==> config.mk <==
export PLATFORM = sky130hd
export DESIGN_NAME = timer_step_seq
export DESIGN_NICKNAME = d
export VERILOG_FILES = /design/src/rtl/timer_pkg.sv /design/src/rtl/timer_step_cnt.sv /design/src/rtl/timer_step_seq.sv
export SDC_FILE = /design/constraint.sdc
export NUM_CORES = 1
export LEC_CHECK = 0
export ABC_AREA = 1
export BUFFER_PORTS_ARGS = -buffer_cell sky130_fd_sc_hd__buf_2
export CAP_MARGIN = 5
export CORE_ASPECT_RATIO = 1.2
export CORE_MARGIN = 4
export CORE_UTILIZATION = 51
export CTS_CLUSTER_DIAMETER = 120
export DETAILED_ROUTE_END_ITERATION = 8
export PLACE_DENSITY = 0.8
export REMOVE_ABC_BUFFERS = 1
export SYNTH_ARGS = -nofsm -noshare
export SYNTH_HDL_FRONTEND = slang
export SYNTH_HIERARCHICAL = 1
export SYNTH_SLANG_ARGS = --single-unit
==> constraint.sdc <==
create_clock -name sys_clk -period 1.91 [get_ports sys_clk]
set_input_delay 0.0955 -clock sys_clk [delete_from_list [all_inputs] [get_ports sys_clk]]
set_output_delay 0.0955 -clock sys_clk [all_outputs]
set_load 0.01 [all_outputs]
==> src/rtl/timer_pkg.sv <==
// Shared definitions for the timer debug step sequencer:
// state encodings and the default widths.
package timer_pkg;

  typedef enum logic [1:0] {
    ST_RUN  = 2'd0,
    ST_HALT = 2'd1,
    ST_STEP = 2'd2
  } step_state_e;

  localparam int STEP_W_DEF = 8;
  localparam int TO_W_DEF   = 16;

endpackage

==> src/rtl/timer_step_cnt.sv <==
// Loadable down-counter holding the remaining ticks of a debug step.
// Clear beats load beats decrement. The counter saturates at zero.
module timer_step_cnt
  import timer_pkg::*;
#(
  parameter int W = STEP_W_DEF
) (
  input  logic         sys_clk,
  input  logic         sys_rst_n,
  input  logic         load,
  input  logic [W-1:0] load_val,
  input  logic         dec,
  input  logic         clr,
  output logic [W-1:0] value,
  output logic         last
);

  logic [W-1:0] value_q, value_d;

  // next value: clear, load or saturating decrement
  always_comb begin
    value_d = value_q;
    if (clr)                        value_d = '0;
    else if (load)                  value_d = load_val;
    else if (dec && value_q != '0)  value_d = value_q - 1'b1;
  end

  // counter register
  always_ff @(posedge sys_clk or negedge sys_rst_n) begin
    if (!sys_rst_n) value_q <= '0;
    else            value_q <= value_d;
  end

  assign value = value_q;
  assign last  = (value_q == {{(W-1){1'b0}}, 1'b1});

endmodule

==> src/rtl/timer_step_seq.sv <==
// Debug halt / single-step sequencer for the timer counter path.
// Drives halt_req to the counter-enable generator and releases it for
// exactly step_cnt qualified ticks (cnt_en), then re-halts.
// Optional: define TIMER_STEP_TIMEOUT_EN to abandon a step (back to HALT)
// after 2^TO_W-1 consecutive cycles without a tick.
module timer_step_seq
  import timer_pkg::*;
#(
  parameter int STEP_W = STEP_W_DEF,
  parameter int TO_W   = TO_W_DEF
) (
  input  logic              sys_clk,
  input  logic              sys_rst_n,
  input  logic              dbg_mode,
  input  logic              halt_cmd,
  input  logic              step_req,
  input  logic [STEP_W-1:0] step_cnt,
  input  logic              cnt_en,
  output logic              halt_req,
  output logic              halted,
  output logic              step_busy,
  output logic              step_done,
  output logic              step_abort,
  output logic [STEP_W-1:0] step_rem
);

  step_state_e state_q;
  logic        halt_req_q, busy_q, done_q, abort_q;
  logic        drop, in_step, last, complete, abort_drop, timeout, start, enter_halt;

  // Event decode. Completion wins over a dbg/halt drop, which wins over timeout.
  always_comb begin
    drop       = !dbg_mode || !halt_cmd;
    in_step    = (state_q == ST_STEP);
    complete   = in_step && cnt_en && last;
    abort_drop = in_step && !complete && drop;
    start      = (state_q == ST_HALT) && !drop && step_req && (step_cnt != '0);
    enter_halt = (state_q == ST_RUN) && halt_cmd && dbg_mode;
  end

`ifdef TIMER_STEP_TIMEOUT_EN
  logic [TO_W-1:0] idle_q;

  // idle cycles since STEP entry or the last tick; the step is abandoned
  // on the cycle the count would reach its maximum
  always_ff @(posedge sys_clk or negedge sys_rst_n) begin
    if (!sys_rst_n)              idle_q <= '0;
    else if (start || cnt_en)    idle_q <= '0;
    else if (in_step)            idle_q <= idle_q + 1'b1;
  end

  assign timeout = in_step && !cnt_en && !drop &&
                   (idle_q == {{(TO_W-1){1'b1}}, 1'b0});
`else
  assign timeout = 1'b0;
`endif

  timer_step_cnt #(.W(STEP_W)) u_cnt (
    .sys_clk   (sys_clk),
    .sys_rst_n (sys_rst_n),
    .load      (start),
    .load_val  (step_cnt),
    .dec       (in_step && cnt_en),
    .clr       (abort_drop || timeout),
    .value     (step_rem),
    .last      (last)
  );

  // sequencer FSM with registered outputs
  always_ff @(posedge sys_clk or negedge sys_rst_n) begin
    if (!sys_rst_n) begin
      state_q    <= ST_RUN;
      halt_req_q <= 1'b0;
      busy_q     <= 1'b0;
      done_q     <= 1'b0;
      abort_q    <= 1'b0;
    end else begin
      done_q  <= complete;
      abort_q <= abort_drop || timeout;
      case (state_q)
        ST_RUN: if (enter_halt) begin
          state_q    <= ST_HALT;
          halt_req_q <= 1'b1;
        end
        ST_HALT: if (drop) begin
          state_q    <= ST_RUN;
          halt_req_q <= 1'b0;
        end else if (start) begin
          state_q    <= ST_STEP;
          halt_req_q <= 1'b0;
          busy_q     <= 1'b1;
        end
        ST_STEP: if (complete || timeout) begin
          state_q    <= ST_HALT;
          halt_req_q <= 1'b1;
          busy_q     <= 1'b0;
        end else if (abort_drop) begin
          state_q    <= ST_RUN;
          busy_q     <= 1'b0;
        end
        default: begin
          state_q    <= ST_RUN;
          halt_req_q <= 1'b0;
          busy_q     <= 1'b0;
        end
      endcase
    end
  end

  assign halt_req   = halt_req_q;
  assign halted     = (state_q == ST_HALT) && dbg_mode;
  assign step_busy  = busy_q;
  assign step_done  = done_q;
  assign step_abort = abort_q;

endmodule

# Word-level counts from Yosys, hierarchy flattened
# Index checks and enable logic that the tools add are counted.
[totals]
reg_bits = 14
output_inout_bits = 13
elab_cells = 59
[classes]
add_sub_neg = 1
eq_ne = 9
mux = 19
bitwise_logic = 1
reduce_logical = 23
[ops]
columns = ["cell", "n"]
rows = [
  ["$mux 8", 3],
  ["$reduce_bool 8->1", 2],
  ["$logic_and 1x1->1", 11],
  ["$mux 2", 5],
  ["$eq 8x1->1 const B", 1],
  ["$mux 1", 8],
  ["$sub 8x1->8 const B", 1],
  ["$ne 2x2->1 const B", 3],
  ["$pmux 1 s3", 2],
  ["$pmux 2 s3", 1],
  ["$reduce_and 3->1", 2],
  ["$logic_not 1->1", 4],
  ["$reduce_and 4->1", 1],
  ["$ne 3x1->1 const B", 1],
  ["$ne 3x3->1 const B", 1],
  ["$reduce_bool 3->1", 1],
  ["$eq 2x1->1 const B", 1],
  ["$eq 2x2->1 const B", 1],
  ["$logic_not 2->1", 1],
  ["$ne 2x1->1 const B", 1],
  ["$logic_or 1x1->1", 1],
  ["$not 1->1", 1],
]

# Depth between registers and ports, before layout
# Gate-level depths: netlist of the first run.
[logic_depth]
word_depth = 9
depth_mapped = 13

# Modules after synthesis
# Netlist of the first run, hierarchy kept.
[by_module_without_submodules]
columns = ["module", "instances", "cells_each", "area_each_um2", "seq_area_each_um2"]
rows = [
  ["timer_step_cnt", 1, 88, 636.9, 200.2],
  ["timer_step_seq", 1, 53, 351.6, 150.1],
]

# Worst setup path before layout of the first run
# No wires, ideal clock.
[synth_path]
kind = "register to register"
start = "reg u_cnt.value_q[1], in the netlist u_cnt/value[1]"
end = "reg u_cnt.value_q[5], in the netlist u_cnt/value[5]"
setup_ns = 0.116
t_arrival_ns = 1.692
path_slack_ns = 0.102
path_stages_with_launch = 13
synth_period_minus_slack_ns = 1.808
path_cell_list = "dfrtp_1 inv_1 ha_1 nand2_1 nor2_1 inv_1 o21bai_4 nor2_1 inv_1 nand2_4 inv_1 nand2_1 nand2_1"
[synth_via]
elab_chain_len = 6
word_cells_on_any_way = 12
cone_classes = "add/sub: 1; eq/ne: 1; mux: 3; reduce/logical: 7"
[synth_rtl]
columns = ["item", "line", "rtl"]
rows = [
  ["from (decl)", "timer_step_cnt.sv:18", "logic [W-1:0] value_q, value_d;"],
  ["from (signal assigned)", "timer_step_cnt.sv:31", "else value_q <= value_d;"],
  ["$eq 8x1->1 (*)", "timer_step_cnt.sv:35", "assign last = (value_q == {{(W-1){1'b0}}, 1'b1});"],
  ["net last", "timer_step_seq.sv:29", "logic drop, in_step, last, complete, abort_drop, timeout, start, enter_halt;"],
  ["$logic_and 1x1->1 (*)", "timer_step_seq.sv:35", "complete = in_step && cnt_en && last;"],
  ["$logic_not 1->1 (*)", "timer_step_seq.sv:36", "abort_drop = in_step && !complete && drop;"],
  ["$logic_and 1x1->1 (*) (2 in series)", "timer_step_seq.sv:36", ""],
  ["net abort_drop", "timer_step_seq.sv:29", ""],
  ["$reduce_bool 3->1 (no source line) / $mux 8 (equally long branches)", "--", ""],
]
# The timed path passes the listed nets; every way through them passes the cells marked *. The select of a mux whose other input is x is not followed.
# A chain may end at the register's enable or synchronous reset.

# Final worst setup path of the first run
[layout_path]
start = "reg u_cnt.value_q[4], in the netlist u_cnt/value[4]"
end = "reg u_cnt.value_q[2], in the netlist u_cnt/value[2]"
# Same word-level chain as after synthesis.

==> flow_metrics.tcl, run 1 <==
set metrics [dict create \
    outcome "finished clean" \
    antenna_found_initial 0 \
    die_y_um 56.23 \
    whs_ns 0.08818 \
    relSlewSlack_pct 78.01 \
    grt_pass1_wl_um 3581 \
    vias 990 \
    power_density_nw_per_um2 1253 \
    synth_top_cell_by_area "dfrtp_1" \
    syn_area_per_cell_um2 7.010 \
    ant_nets 0 \
    grt_util_met3_pct 3.236 \
    tightestPinTransition_ns 0.3298 \
    drt-total-wl_um 2245 \
    post-route-util_pct 64.03 \
    routabilityCongestion 0.8638 \
    p_clk_share_pct 12.0 \
    postSynthCellCount 141 \
    cts_sinks 14 \
    startpoint_type "flip-flop" \
    ctsHtreeMaxLevel 1 \
    layout-drive-gt1-share_pct 26.74 \
    rr_startpoint "u_cnt/value[4]" \
    start_util_pct 53.41 \
    io_buffers 26 \
    cts_hold_buf 1 \
    criticalPathCategory "reg -> reg" \
    post-place-ws_ns 0.2086 \
    drv_cap 0 \
    cp.required_ns 2.12 \
    hp-class "in -> reg" \
    area_delta_synth_final_pct 19.87 \
    seq_area_frac_synth_pct 35.44 \
    ys_types 26 \
    post-route-period-util_pct 90.66 \
    core-area_um2 1851 \
    hpwl_um 1753 \
    dr.pass1.iters 5 \
    sw_frac_of_total_pct 47.89 \
    hold_viol 0 \
    via_per_inst 5.183 \
    cts-root-buf "clkbuf_4" \
    rsz0062_at_grt "no" \
    grt_overflow 0 \
    synth-warning-count 6 \
    cp-endpoint "u_cnt/value[2]" \
    clkTransAtPathRegs_ns 0.09 \
    finalWorstSetupSlack_ns 0.1785 \
    ir_drop_mv 0.7732 \
    ios 27 \
    grtUsageMet2_pct 31.53 \
    pwr-share-seq_pct 34.1 \
    arrival_ns 1.94 \
    crit_path_end_kind "flip-flop" \
    met1_usage_pct 20.08 \
    cp-startpoint "u_cnt/value[4]" \
    drtIter0Drc 18 \
    die_w_um 48.19 \
    fin_setup_tns_ns 0 \
    postCtsSetupBuffers 0 \
    ys_seq_elements 14 \
    grtUsageTotal_pct 18.14 \
    cts_tree "done" \
    finClkSkew_ns 0.006600 \
    cts_resized 0 \
    drv_slew 0 \
    crit_path_max_fanout 7 \
    yosys-top-cells-area "dfrtp_1 35%, nand2_1 17%, inv_1 8.4%" \
    r2r_cells 10 \
    clock_latency_ns 0.29 \
    r2r_setup_slack_ns 0.18 \
    fmax_mhz 577.5 \
    synth_top_area_share_pct 35.44 \
    core.rowCount 17 \
    wl_per_cell_um 11.75 \
    cts_made_buffers 3 \
    min_period_ns 1.732 \
    reg2reg_to "u_cnt/value[2]" \
    syn_area_um2 988.4 \
    power.internal_uw 773.8 \
    finalSetupViolations 0 \
    power.leakage_uw 0.0007108 \
    cts.path.max_buffers 2 \
    grt_pass1_vias 890 \
    grt_busiest_layer "met2" \
    nets 191 \
    grt_max_degree 15 \
    drc 0 \
    antenna_cells 0 \
    combPwrFrac_pct 53.9 \
    p_switching_uw 711.0 \
    dieArea_um2 2709 \
]
==> metal layers <==
layer | share of wire, % | up-vias
li1 | - | 497
met1 | 39 | 436
met2 | 51 | 46
met3 | 7.4 | 11
met4 | 2.9 | 0
met5 | 0 | -
==> layout by cell type, fill, tap and decap left out, types with 2 or more instances in the layout <==
cell      netlist  layout
o21ai_0         5       5
nor2_1         18      18
inv_1          22      22
nand2_4         2       2
nand2_2         2       2
dfrtp_1        14      14
buf_4           0       2
a21oi_1         3       3
clkbuf_4        0       3
nand3_1         5       5
buf_2           1      26
o21ai_2         5       5
nand4_1         2       2
nand2_1        46      46
ha_1            3       3
==> cells by family (layout without fill, tap and decap cells) <==
kind of cell	count (synthesis)	in the layout	share of synthesized area, %
AO/OA/AOI/OAI	15	15	10.88
XOR/XNOR	1	1	0.8862
adder cells (fa/ha/maj)	3	3	3.798
buffers and inverters	24	55	9.240
flip-flops	14	14	35.44
multiplexers	1	1	1.013
AND/OR/NAND/NOR	83	83	38.73
==> metrics by stage <==
stage                     std cells  total power (uW)  instance area, um2
after detailed placement        187              1302                1152
after global placement          187              1279                1152
after CTS                       191              1484                1185
after floorplan                 140              1069               983.4
after global routing            191              1611                1185
final                           191              1485                1185
==> state kept, by name (all words and copies together), names as in the netlist <==
| register | count |
|---|---|
| step_done | 1 |
| step_abort | 1 |
| state_q | 2 |
| u_cnt/value | 8 |
| halt_req | 1 |
| step_busy | 1 |
==> how the worst min path moves through the flow <==
stage / start / endpoint / slack [ns] / depth (start not counted)
global route: step_cnt[4] / u_cnt/value[4] / 0.11 / 3
floorplan: sys_rst_n / halt_req / -0.20 / 0
finish: step_cnt[1] / u_cnt/value[1] / 0.09 / 3
CTS: step_cnt[1] / u_cnt/value[1] / 0.09 / 3
detailed placement: sys_rst_n / step_busy / 0.01 / 1
global placement: sys_rst_n / step_busy / 0.009 / 1
==> area by class of cell <==
class / instances / area, um2
inverter: 23 / 86.33
timing repair buffer: 29 / 155.1
tap: 19 / 23.77
sequential: 14 / 350.3
clock buffer: 3 / 22.52
multi-input combinational: 103 / 546.8
fill: 168 / 665.6
==> cells in the mapped netlist, drive strengths merged <==
cell / instances
o21bai: 1
inv: 23
ha: 3
nand2: 50
nor3: 1
dfrtp: 14
nand3: 5
nand3b: 1
or2: 2
a21oi: 3
xor2: 1
nor2: 21
buf: 1
o21ai: 11
mux2i: 1
nor3b: 1
nand4: 2
==> worst max-delay path, cell delays in order (launching register included) <==
cell and delay, ns:
dfrtp_1 0.47, nor2_2 0.22, nand2_2 0.09, nor2_1 0.09
inv_1 0.07, o21bai_4 0.12, nor2_1 0.05, buf_4 0.16
nor2_1 0.12, o21ai_0 0.10, o21ai_0 0.16
==> power by group through the flow <==
stage | combinational [uW] | sequential, uW | clock (uW)
after floorplan | 534 | 535 | 0
after global placement | 777 | 503 | 0
after detailed placement | 793 | 510 | 0
after CTS | 797 | 505 | 182
after global routing | 890 | 526 | 195
final | 800 | 507 | 178
No activity file was read; power rests on OpenSTA's default activity.
==> inputs of run 2 (changes only) <==
--- a/config.mk
+++ b/config.mk
@@ -5,12 +5,11 @@
 export SDC_FILE = /design/constraint.sdc
 export NUM_CORES = 1
 export LEC_CHECK = 0
-export ABC_AREA = 1
 export BUFFER_PORTS_ARGS = -buffer_cell sky130_fd_sc_hd__buf_2
 export CAP_MARGIN = 5
 export CORE_ASPECT_RATIO = 1.2
 export CORE_MARGIN = 4
-export CORE_UTILIZATION = 51
+export CORE_UTILIZATION = 50
 export CTS_CLUSTER_DIAMETER = 120
 export DETAILED_ROUTE_END_ITERATION = 8
 export PLACE_DENSITY = 0.8
==> run 2 against run 1 <==
Clock skew decreased by 0.0049 ns. Synthesized area decreased by 6.6%. First-iteration DRC count increased by 78%. Sequential power decreased by 12%. Hold slack got worse by 0.00060 ns. Setup slack got worse by 0.15 ns. Via count increased by 2.2%. Total power increased by 3.7%. Critical path depth unchanged. Utilization increased by 14 points. Clock power decreased by 9.6%. Non-clock buffer count increased by 20. Highest routed layer unchanged.
==> flow_metrics.tcl, run 2 <==
set metrics [dict create \
    outcome "finished clean" \
    power_density_nw_per_um2 1176 \
    power.leakage_uw 0.0006042 \
    cts.path.max_buffers 2 \
    cts_tree "done" \
    ctsHtreeMaxLevel 1 \
    area_delta_synth_final_pct 41.87 \
    start_util_pct 54.91 \
    sw_frac_of_total_pct 39.75 \
    final_cell_mix "26 x buf_2, 22 x buf_4, 14 x dfrtp_1" \
    synth_top_cell_by_area "dfrtp_1" \
    post-route-period-util_pct 98.32 \
    clkTransAtPathRegs_ns 0.08 \
    core-area_um2 1682 \
    ys_seq_elements 14 \
    ys_types 40 \
    routabilityCongestion 0.9462 \
    antenna_found_initial 0 \
    arrival_ns 2.08 \
    grt_max_degree 15 \
    cts_sinks 14 \
    cp_slowest_cell "dfrtp_1" \
    hp-class "in -> reg" \
    vias 1012 \
    grtUsageTotal_pct 23.80 \
    relSlewSlack_pct 72.70 \
    finalSetupViolations 0 \
    met1_usage_pct 25.05 \
    p_switching_uw 612.2 \
    ios 27 \
    drt-total-wl_um 2799 \
    async_flop_share_pct 100.0 \
    combPwrFrac_pct 60.7 \
    die_y_um 55.08 \
    fill_cells 113 \
    crit_path_end_kind "flip-flop" \
    grt_util_met3_pct 4.854 \
    dieArea_um2 2601 \
    stdcell_count 165 \
    postSynthCellCount 96 \
    die_w_um 47.23 \
    worstPathCellList "nor3_2 -> and3_4 -> nand2_2 -> nand2b_1 -> a21oi_2 -> o21bai_1 -> a41oi_1 -> buf_4 -> a31oi_4 -> a21oi_1" \
    criticalPathCategory "reg -> reg" \
    cp.required_ns 2.11 \
    synth.most_common_cell "dfrtp_1" \
    yosys-top-cells-area "dfrtp_1 38%, nor4_4 4.6%, nand2_1 4.5%" \
    grt_pass1_vias 981 \
    layout_commonest_cell "buf_2" \
    synth_common_cells "14 x dfrtp_1, 11 x nand2_1, 8 x nor2_1, 6 x o21ai_0, 5 x inv_1" \
    p_clk_share_pct 10.4 \
    core.rowCount 16 \
    drv_cap 0 \
    min_period_ns 1.878 \
    whs_ns 0.08759 \
    pwr-share-seq_pct 28.8 \
    synth_top_area_share_pct 37.94 \
    ir_drop_mv 0.9780 \
    cts-root-buf "clkbuf_4" \
    drv_slew 0 \
    clock_latency_ns 0.27 \
    rsz0062_at_grt "yes" \
    startpoint_type "flip-flop" \
    wl_per_cell_um 16.96 \
    power.internal_uw 928.0 \
    grt_pass1_wl_um 4271 \
    fmax_mhz 532.5 \
    nets 166 \
    multi_input_area_um2 590.6 \
    hpwl_um 2182 \
    hold_viol 0 \
    via_per_inst 6.133 \
    grt_busiest_layer "met2" \
    syn_area_per_cell_um2 9.619 \
    antenna_cells 0 \
    grt_overflow 0 \
    largest_reg_flops 8 \
    cts_made_buffers 3 \
    ys.flop_type "dfrtp_1" \
    finClkSkew_ns 0.001663 \
    worstPathBufferInverterCount 1 \
    ant_nets 0 \
    max_stage_delay_ns 0.40 \
    crit_path_max_fanout 6 \
    crit_family "simple AND/OR/NAND/NOR gates" \
    syn_area_um2 923.4 \
    drc 0 \
    grtUsageMet2_pct 43.53 \
    io_buffers 26 \
    synth-warning-count 6 \
    seqCellArea_um2 350.3 \
    layout-drive-gt1-share_pct 44.90 \
    seq_area_frac_synth_pct 37.94 \
    drtIter0Drc 32 \
    dr.pass1.iters 4 \
    numPlacedInstances 159 \
    tightestPinTransition_ns 0.4095 \
    synth_edf_count 0 \
]
[run 2: cell types whose count changed after synthesis, moves of 3 or more]
cell      before  now
nand2_1       46   11
inv_1         22    5
nor2_1        18    8
o21ai_2        5    0
a32o_1         0    3
nand2b_1       0    3
o21bai_1       0    3
[run 2: cell type report]
cell class                 instances  area share, %
inverter                           5          1.433
tap                               18          1.719
sequential                        14          26.74
multi-input combinational         76          45.08
clock buffer                       3          1.719
timing repair buffer              49          23.30
[run 2: worst paths after layout]
check                               start        endpoint  slack, ns  depth (start not counted)
hold reg to reg                 step_busy       step_busy       0.52                          1
max in group asynchronous       sys_rst_n  u_cnt/value[7]       1.42                          2
hold / removal                step_cnt[7]  u_cnt/value[7]       0.09                          3
setup reg to reg           u_cnt/value[4]  u_cnt/value[7]       0.03                         10
setup / recovery           u_cnt/value[4]  u_cnt/value[7]       0.03                         10
min in group asynchronous       sys_rst_n  u_cnt/value[2]       0.25                          2
[run 2: power by group through the flow]
stage	logic, uW	clock network, uW	registers (uW)
floorplan	376	0	512
finish	936	161	444
global route	1000	185	450
CTS	885	167	441
detailed placement	860	0	443
global placement	826	0	436
[run 2: logic make-up after synthesis]
kind of cell	after synthesis	share of synthesized area, %
AOI/OAI and AO/OA	30	26.15
xor gates and xnor gates	2	1.897
adders and majority gates	3	4.065
buffers and inverters	6	2.439
DFF	14	37.94
and+or+nand+nor	41	27.51
[run 2: what timing repair did]
item                       4_1_cts  5_1_grt
hold buffers                     1        0
resized for setup                2        5
pin swaps                        1        2
setup buffers                    0        2
setup endpoints to repair        6        6
hold endpoints to repair        14        0
[run 2: per-stage QoR]
| step | setup slack [ns] | setup TNS, ns | util (%) | cell area (um2) | power [uW] |
|---|---|---|---|---|---|
| floorplan | -0.06001 | -0.2517 | - | 919.6 | 887.7 |
| global placement | 0.05796 | 0 | 72.69 | 1222 | 1261 |
| detailed placement | -0.002057 | -0.002057 | 72.69 | 1222 | 1303 |
| CTS | 0.02168 | 0 | 75.15 | 1264 | 1492 |
| global route | -0.01265 | -0.01265 | 77.90 | 1310 | 1637 |
| finish | 0.03207 | 0 | 77.90 | 1310 | 1540 |
[run 2: metal layers]
metal / share of wire, % / wire [um]
met4: 1.4 / 40
met5: 0 / 0
met1: 39 / 1099
met3: 5.3 / 148
met2: 54 / 1511
[run 2: tightest hold or removal path, cell delays in order]
cell	delay, ns
buf_2	0.12
nand2_1	0.06
a21oi_1	0.05
